[src/rtl/rx_iq_packer.sv]
// Packs 24-bit I/Q FIFO words, 4 words to 3 dense words, into fixed-length Avalon-ST packets.
// Optional macro RX_PACKER_SEQ_EN adds a {16'hA55A, seq} header word at the start of each packet.
module rx_iq_packer #(
    parameter int SAMPLES_PER_PKT = 64
) (
    input  logic        clk,
    input  logic        reset,
    input  logic        enable,
    input  logic [31:0] fifo_readdata,
    input  logic        fifo_empty,
    output logic        fifo_read,
    output logic [31:0] src_data,
    output logic        src_valid,
    input  logic        src_ready,
    output logic        src_sop,
    output logic        src_eop,
    output logic [15:0] pkt_count
);

    localparam int GROUPS = SAMPLES_PER_PKT / 2;
    localparam int GW     = (GROUPS > 1) ? $clog2(GROUPS) : 1;
    localparam logic [GW-1:0] LAST_GRP = GW'(GROUPS - 1);

`ifdef RX_PACKER_SEQ_EN
    localparam bit HAS_HDR = 1'b1;
    typedef enum logic [2:0] {S_IDLE, S_GATHER, S_EMIT0, S_EMIT1, S_EMIT2, S_HDR} state_t;
`else
    localparam bit HAS_HDR = 1'b0;
    typedef enum logic [2:0] {S_IDLE, S_GATHER, S_EMIT0, S_EMIT1, S_EMIT2} state_t;
`endif

    state_t          r_state;
    logic [1:0]      r_idx;
    logic [GW-1:0]   r_grp;
    logic [23:0]     r_ia;
    logic [23:0]     r_qa;
    logic [23:0]     r_ib;
    logic [23:0]     r_qb;
`ifdef RX_PACKER_SEQ_EN
    logic [15:0]     r_seq;
`endif

    logic            w_accept;
    logic            w_last_grp;
    logic [23:0]     w_sample;
    logic [31:0]     w_w0;
    logic [31:0]     w_w1;
    logic [31:0]     w_w2;
    logic            w_unused_hi;

    // The upper byte of each FIFO word carries nothing for this block.
    assign w_unused_hi = ^fifo_readdata[31:24];
    assign w_sample    = fifo_readdata[23:0];

    assign w_accept   = src_valid & src_ready;
    assign w_last_grp = (r_grp == LAST_GRP);
    // w0 is formed from IA and QA, which are already held when QB is captured.
    assign w_w0 = {r_ia, r_qa[23:16]};
    assign w_w1 = {r_qa[15:0], r_ib[23:8]};
    assign w_w2 = {r_ib[7:0], r_qb};

    assign fifo_read = (r_state == S_GATHER) & ~fifo_empty;

    always_ff @(posedge clk) begin
        if (reset) begin
            r_state   <= S_IDLE;
            r_idx     <= 2'd0;
            r_grp     <= '0;
            r_ia      <= 24'd0;
            r_qa      <= 24'd0;
            r_ib      <= 24'd0;
            r_qb      <= 24'd0;
            src_data  <= 32'd0;
            src_valid <= 1'b0;
            src_sop   <= 1'b0;
            src_eop   <= 1'b0;
            pkt_count <= 16'd0;
`ifdef RX_PACKER_SEQ_EN
            r_seq     <= 16'd0;
`endif
        end else begin
            case (r_state)
                S_IDLE: begin
                    if (enable) begin
`ifdef RX_PACKER_SEQ_EN
                        src_data  <= {16'hA55A, r_seq};
                        src_valid <= 1'b1;
                        src_sop   <= 1'b1;
                        r_state   <= S_HDR;
`else
                        r_state   <= S_GATHER;
`endif
                    end
                end
`ifdef RX_PACKER_SEQ_EN
                S_HDR: begin
                    if (w_accept) begin
                        src_valid <= 1'b0;
                        src_sop   <= 1'b0;
                        r_state   <= S_GATHER;
                    end
                end
`endif
                S_GATHER: begin
                    if (!fifo_empty) begin
                        case (r_idx)
                            2'd0:    r_ia <= w_sample;
                            2'd1:    r_qa <= w_sample;
                            2'd2:    r_ib <= w_sample;
                            default: r_qb <= w_sample;
                        endcase
                        r_idx <= 2'(r_idx + 2'd1);
                        if (r_idx == 2'd3) begin
                            src_data  <= w_w0;
                            src_valid <= 1'b1;
                            src_sop   <= ~HAS_HDR & (r_grp == '0);
                            r_state   <= S_EMIT0;
                        end
                    end
                end
                S_EMIT0: begin
                    if (w_accept) begin
                        src_data <= w_w1;
                        src_sop  <= 1'b0;
                        r_state  <= S_EMIT1;
                    end
                end
                S_EMIT1: begin
                    if (w_accept) begin
                        src_data <= w_w2;
                        src_eop  <= w_last_grp;
                        r_state  <= S_EMIT2;
                    end
                end
                S_EMIT2: begin
                    if (w_accept) begin
                        src_valid <= 1'b0;
                        src_eop   <= 1'b0;
                        if (w_last_grp) begin
                            r_grp     <= '0;
                            pkt_count <= 16'(pkt_count + 16'd1);
`ifdef RX_PACKER_SEQ_EN
                            r_seq     <= 16'(r_seq + 16'd1);
`endif
                            r_state   <= S_IDLE;
                        end else begin
                            r_grp   <= GW'(r_grp + 1'b1);
                            r_state <= S_GATHER;
                        end
                    end
                end
                default: r_state <= S_IDLE;
            endcase
        end
    end

endmodule
[config.mk]
export PLATFORM = sky130hd
export DESIGN_NAME = rx_iq_packer
export DESIGN_NICKNAME = d
export VERILOG_FILES = /design/src/rtl/rx_iq_packer.sv
export SDC_FILE = /design/constraint.sdc
export NUM_CORES = 1
export LEC_CHECK = 0
export ABC_AREA = 1
export CORE_MARGIN = 2
export CORE_UTILIZATION = 51
export DETAILED_ROUTE_END_ITERATION = 10
export HOLD_SLACK_MARGIN = 0.05
export PLACE_DENSITY = 0.75
export SETUP_SLACK_MARGIN = 0.2
export SLEW_MARGIN = 20
export SYNTH_ARGS = -nofsm -noshare
export SYNTH_HDL_FRONTEND = slang
export SYNTH_SLANG_ARGS = --single-unit
export TNS_END_PERCENT = 100
[constraint.sdc]
create_clock -name clk -period 2.9 [get_ports clk]
set_clock_uncertainty 0.1 [all_clocks]
set_input_delay 0.435 -clock clk [delete_from_list [all_inputs] [get_ports clk]]
set_output_delay 0.435 -clock clk [all_outputs]
set_load 0.1 [all_outputs]
==> results of run 1 <==
## routing by layer
layer	vias up	routed length, um
met5	-	0
met4	0	296
met3	23	847
met2	153	7450
met1	2702	7420
li1	3146	-
## metrics by stage
step                      power, uW  instance area, um^2  util, %
after floorplan                5570                 6670        -
after global placement         6310                 7500     58.9
after detailed placement       6340                 7500     58.9
after CTS                      8610                 8100     63.7
after global routing           8940                 8100     63.7
final                          8550                 8100     63.7
## final timing paths
path                                  from           to  slack (ns)  depth (start not counted)
worst min register to register     r_qa[6]      r_qa[6]        0.35                          2
worst min-delay path               r_qa[6]      r_qa[6]        0.35                          2
worst max-delay path            r_state[1]  src_data[0]        0.78                         10
worst max register to register  r_state[1]  src_data[0]        0.78                         10
## synthesized netlist by cell type (all sizes together)
master  instances  share of area, %
a21oi         108               8.1
a211oi          1              0.11
dfxtp         157                47
xor2            2              0.26
clkinv          1             0.056
nand3          13               1.1
nand4           5              0.47
inv           127               7.1
buf            26               1.9
ha              9               1.7
clkbuf         26               1.5
nor2          209                12
o21a            1              0.11
o21ai         106               8.0
nand2         119               6.7
xnor2           1              0.13
and3            2              0.19
nor3           45               3.4
o22ai           1             0.094
## cell type report
class                      instances  area (um^2)  share of cell area (%)
multi-input combinational        622         2830                    34.9
sequential                       157         3140                    38.8
timing repair buffer              95          833                    10.3
tap                              172          215                    2.66
clock buffer                      22          464                    5.73
clock inverter                    10          139                    1.71
inverter                         128          482                    5.95
## flip-flops by register name (all words and copies together), names as in the netlist
signal     cells
pkt_count     16
r_grp          5
r_ia          24
r_ib          24
r_idx          2
r_qa          24
r_qb          24
r_state        3
src_data      32
src_eop        1
src_sop        1
src_valid      1
## power breakdown
group | switching, uW | internal (uW)
clock | 851 | 1400
sequential | 187 | 2540
combinational | 2780 | 792
total | 3820 | 4730
## worst max-delay path, cell delays in order (launching register included)
cell     delay, ns
dfxtp_1       0.40
inv_2         0.08
nor2_4        0.08
buf_4         0.41
nand3_1       0.22
o21ai_1       0.19
nor2_4        0.05
buf_4         0.24
nand2_1       0.12
nand2_1       0.08
nor2_1        0.09
## logic make-up after synthesis
family / count (synthesis)
AND/OR/NAND/NOR: 393
AO/OA/AOI/OAI: 217
buffers and inverters: 180
flip-flops: 157
adder cells (fa/ha/maj): 9
XOR/XNOR: 3
## placed cells by master (no fill, tap or decap), drive strengths merged
cell type | Yosys | final
bufinv | 0 | 3
clkbuf | 26 | 22
nor3 | 45 | 45
a211oi | 1 | 1
o21ai | 106 | 106
xnor2 | 1 | 1
o21a | 1 | 1
ha | 9 | 9
o22ai | 1 | 1
nand2 | 119 | 119
clkdlybuf4s50 | 0 | 28
xor2 | 2 | 2
inv | 127 | 127
nor2 | 209 | 209
clkinvlp | 0 | 4
a21oi | 108 | 108
dfxtp | 157 | 157
buf | 26 | 67
clkinv | 1 | 4
nand4 | 5 | 5
and3 | 2 | 2
nand3 | 13 | 13
==> impl_metrics.csv, run 1 <==
group,metric,value,unit
run_status,status,"finished, final reports clean",
grt,met3_usage,5.12,%
power_and_ir_drop,peakVddDrop,0.763,mV
clocking,postCtsSetupBuffers,0,
drt,drc,0,
grt,grt_pass1_wl,26.4,mm
power_and_ir_drop,powerDensity,1060,nW/um^2
clocking,cts_htree_levels,4,
setup_path,required,3.16,ns
drt,vias,6024,
clocking,cts_buffer_depth,2,
clocking,clk_pin_slew,0.06,ns
clocking,cts_tree,"yes",
floorplanning,die_h,118,um
sta,setup_violations,0,
drt,drt_iter0_markers,394,
grt,globalRoute.busiestLayer,"met2",
synthesis,ys_warn_count,0,
layout,final_nets,1067,
drt,wl_per_cell,13.3,um
floorplanning,dieArea,14000,um^2
grt,grt_antenna_before_repair,0,
synthesis,postSynthRegisterBits,157,
flow_run,maxCapViolCount,0,
setup_path,worstPathArrival,2.38,ns
grt,gr-usage-all-layers,23.2,%
grt,grt_pass1_vias,5463,
grt,grt_max_degree,82,
placed_design,io_buffer_count,80,
layout,final_cell_count_no_fill,1206,
sta,worst_pin_slew,0.637,ns
clocking,cts_buffers,17,
sta,rsz0062_at_grt,"no",
sta,final_hold_viol_count,0,
clocking,postCtsHoldBufs,0,
sta,drv_slew,0,
clocking,cts_resized,0,
grt,globalRouteOverflowTotal,0,
sta,whs,0.351,ns
layout,syn_to_final_growth,21.4,%
floorplanning,placementRows,41,
setup_path,critPathMaxFanout,34,
synthesis,seq_area_frac_synth,47.1,%
floorplanning,initial_utilization,52.4,%
drt,postRouteAntennaNets,0,
placed_design,dp_hpwl,10.3,mm
clocking,clock_sinks,157,
synthesis,synthDistinctLibCells,25,
power_and_ir_drop,p_leak,0.00319,uW
layout,nFillCells,1217,
synthesis,synthCells,959,
floorplanning,core_area,12700,um^2
layout,drive_above_1_share,10.2,%
hold_path,hold_class,"register to register",
synthesis,postSynthAreaPerCell,6.96,um^2
floorplanning,io_pins,89,
sta,setup_tns,0,ns
sta,fin_ws,0.777,ns
clocking,cts-root-buf,"clkbuf_16",
floorplanning,die_w,118,um
placed_design,dp_cells,1174,
clocking,clkLatencyLatePin,0.41,ns
synthesis,synth_fa_ha_area_share,1.69,%
drt,totalWireLength,16.0,mm
drt,viasPerCell,5.00,
synthesis,synth_nets,1005,
sta,min_period,2.12,ns
setup_path,worstSetupPathType,"register to register",
synthesis,syn-cell-area,6670,um^2
synthesis,synth_compound_area_share,16.4,%
synthesis,synth-xor-area-share,0.394,%
grt,use_met2,37.5,%
sta,fin_crit_sh,73.2,%
placed_design,pre_cts_ws,0.634,ns
sta,slew_headroom,57.2,%
synthesis,muxShareOfSynthArea,0,%
drt,drtPass1Iterations,4,
placed_design,place.gp.congestion,0.841,
setup_path,end_kind,"register",
synthesis,synth_simple_gate_area_share,23.9,%
sta,max_freq,471,MHz
synthesis,synth_top_family_by_area,"simple AND/OR/NAND/NOR gates",
setup_path,startpoint_type,"register",
grt,met1_usage,30.8,%
layout,diodes,0,
Note: power is estimated with default switching activity, not from simulation.
==> run 2: changes to the inputs <==
- clock period: 2.9 -> 2.2 ns (I/O delays scaled with it)
==> run 2 against run 1 <==
Against the previous run: non-clock buffer count grew 12; flip-flop and latch count unchanged; worst setup slack got worse by 0.52 ns; clock power increased by 29%; utilization up 1.2 points; sequential power is 32% higher; fmax increased by 9.5%; hold slack got worse by 0.00060 ns; critical endpoint is now pkt_count[5].
==> impl_metrics.csv, run 2 (synthesis results as in run 1) <==
group,metric,value,unit
run_status,status,"finished, final reports clean",
setup_path,startpoint_type,"register",
drt,totalWireLength,16.6,mm
floorplanning,initial_utilization,52.4,%
layout,diodes,0,
setup_path,end_kind,"register",
sta,drv_slew,0,
drt,drc,0,
setup_path,cp-startpoint,"r_grp[0]",
sta,final_hold_viol_count,0,
drt,drtPass1Iterations,5,
floorplanning,die_h,118,um
power_and_ir_drop,p_leak,0.00326,uW
floorplanning,placementRows,41,
drt,postRouteAntennaNets,0,
placed_design,place.gp.congestion,0.861,
clocking,clock_sinks,157,
layout,largest_register,"src_data",
hold_path,hold_class,"register to register",
layout,multi_input_area,2860,um^2
power_and_ir_drop,powerDensity,1370,nW/um^2
grt,grt_pass1_vias,5644,
grt,grt_pass1_wl,27.2,mm
layout,nFillCells,1153,
placed_design,dp_hpwl,10.8,mm
clocking,cts_tree,"yes",
setup_path,r2r-end,"pkt_count[5]",
drt,met1_length,7.60,mm
power_and_ir_drop,peakVddDrop,0.849,mV
sta,fin_crit_sh,88.1,%
drt,viasPerCell,5.10,
sta,setup_violations,0,
layout,syn_to_final_growth,23.7,%
sta,rsz0062_at_grt,"yes",
setup_path,critPathMaxFanout,5,
floorplanning,core_area,12700,um^2
floorplanning,dieArea,14000,um^2
setup_path,required,2.41,ns
layout,seqCellArea,3150,um^2
layout,drive_above_1_share,12.6,%
drt,highest_layer,"met4",
flow_run,maxCapViolCount,0,
layout,largest_reg_flops,32,
setup_path,worstPathArrival,2.15,ns
layout,final_nets,1079,
clocking,postCtsHoldBufs,0,
drt,drt_iter0_markers,567,
sta,worst_pin_slew,0.480,ns
placed_design,io_buffer_count,80,
clocking,clkLatencyLatePin,0.42,ns
setup_path,worstSetupPathType,"register to register",
grt,globalRouteOverflowTotal,0,
clocking,cts-root-buf,"clkbuf_16",
clocking,clk_pin_slew,0.06,ns
grt,grt_antenna_before_repair,0,
setup_path,reg2reg_depth,9,
sta,max_freq,516,MHz
drt,wl_met2,7.71,mm
floorplanning,die_w,118,um
setup_path,r2r_slack,0.26,ns
grt,gr-usage-all-layers,24.0,%
setup_path,r2r_start,"r_grp[0]",
layout,layout_common_cells,"nor2_1 (204), dfxtp_1 (148), inv_1 (123), nand2_1 (119), a21oi_1 (108)",
clocking,cts_buffer_depth,2,
setup_path,endpoint,"pkt_count[5]",
layout,layout_commonest_cell,"nor2_1",
sta,setup_tns,0,ns
drt,met3_length,976,um
sta,min_period,1.94,ns
clocking,cts_buffers,17,
floorplanning,io_pins,89,
drt,vias,6195,
grt,grt_max_degree,49,
clocking,cts_htree_levels,4,
power_and_ir_drop,power,11300,uW
drt,wl_per_cell,13.7,um
sta,slew_headroom,68.0,%
-- run 2: metal layers --
layer / track usage [%] / vias to the layer above
li1: - / 3177
met1: 31.3 / 2811
met2: 38.4 / 182
met3: 6.03 / 25
met4: 8.93 / 0
met5: 0 / -
-- run 2: worst min-delay path by stage --
stage / from / depth (start not counted) / endpoint
final: r_qa[14] / 2 / r_qa[14]
after global routing: r_ia[15] / 2 / r_ia[15]
after CTS: r_ia[11] / 2 / r_ia[11]
after detailed placement: r_qb[13] / 2 / r_qb[13]
after global placement: r_qb[14] / 2 / r_qb[14]
after floorplan: r_ia[6] / 2 / r_ia[6]
-- run 2: repair_timing --
item                       CTS  global route
buffers inserted             0             3
gates cloned                 0             1
gates resized for setup      0            13
setup endpoints to repair    4            21
pin swaps                    1             4
-- run 2: final cells by class --
| type | count | area share (%) |
|---|---|---|
| Timing Repair Buffer | 107 | 11.7 |
| Clock buffer | 21 | 5.58 |
| Tap cell | 172 | 2.61 |
| Clock inverter | 7 | 1.41 |
| Inverter | 128 | 5.84 |
| Multi-Input combinational cell | 622 | 34.7 |
| Sequential cell | 157 | 38.2 |
-- run 2: report_power, final --
part	switching, uW	internal, uW	total (uW)
Clock	1090	1810	2900
Sequential	237	3350	3590
Combinational	3680	1140	4820
Total	5010	6310	11300
-- run 2: through the flow --
step	setup slack, ns	util, %	hold WS (ns)	std cells	instance area [um^2]
2_1_floorplan	0.201	-	0.330	959	6680
3_3_place_gp	0.207	59.8	0.336	1182	7610
3_5_place_dp	0.174	59.8	0.342	1182	7610
4_1_cts	0.189	64.3	0.351	1210	8180
5_1_grt	0.0966	64.9	0.364	1214	8250
6_report	0.261	64.9	0.350	1214	8250
-- run 2: critical path, cell delays in order (launching register included) --
cell	delay [ns]
dfxtp_2	0.34
ha_1	0.16
inv_1	0.07
nor3_2	0.12
ha_2	0.23
nand3_2	0.14
nor2_4	0.20
buf_2	0.19
nand2_1	0.08
and3_1	0.19
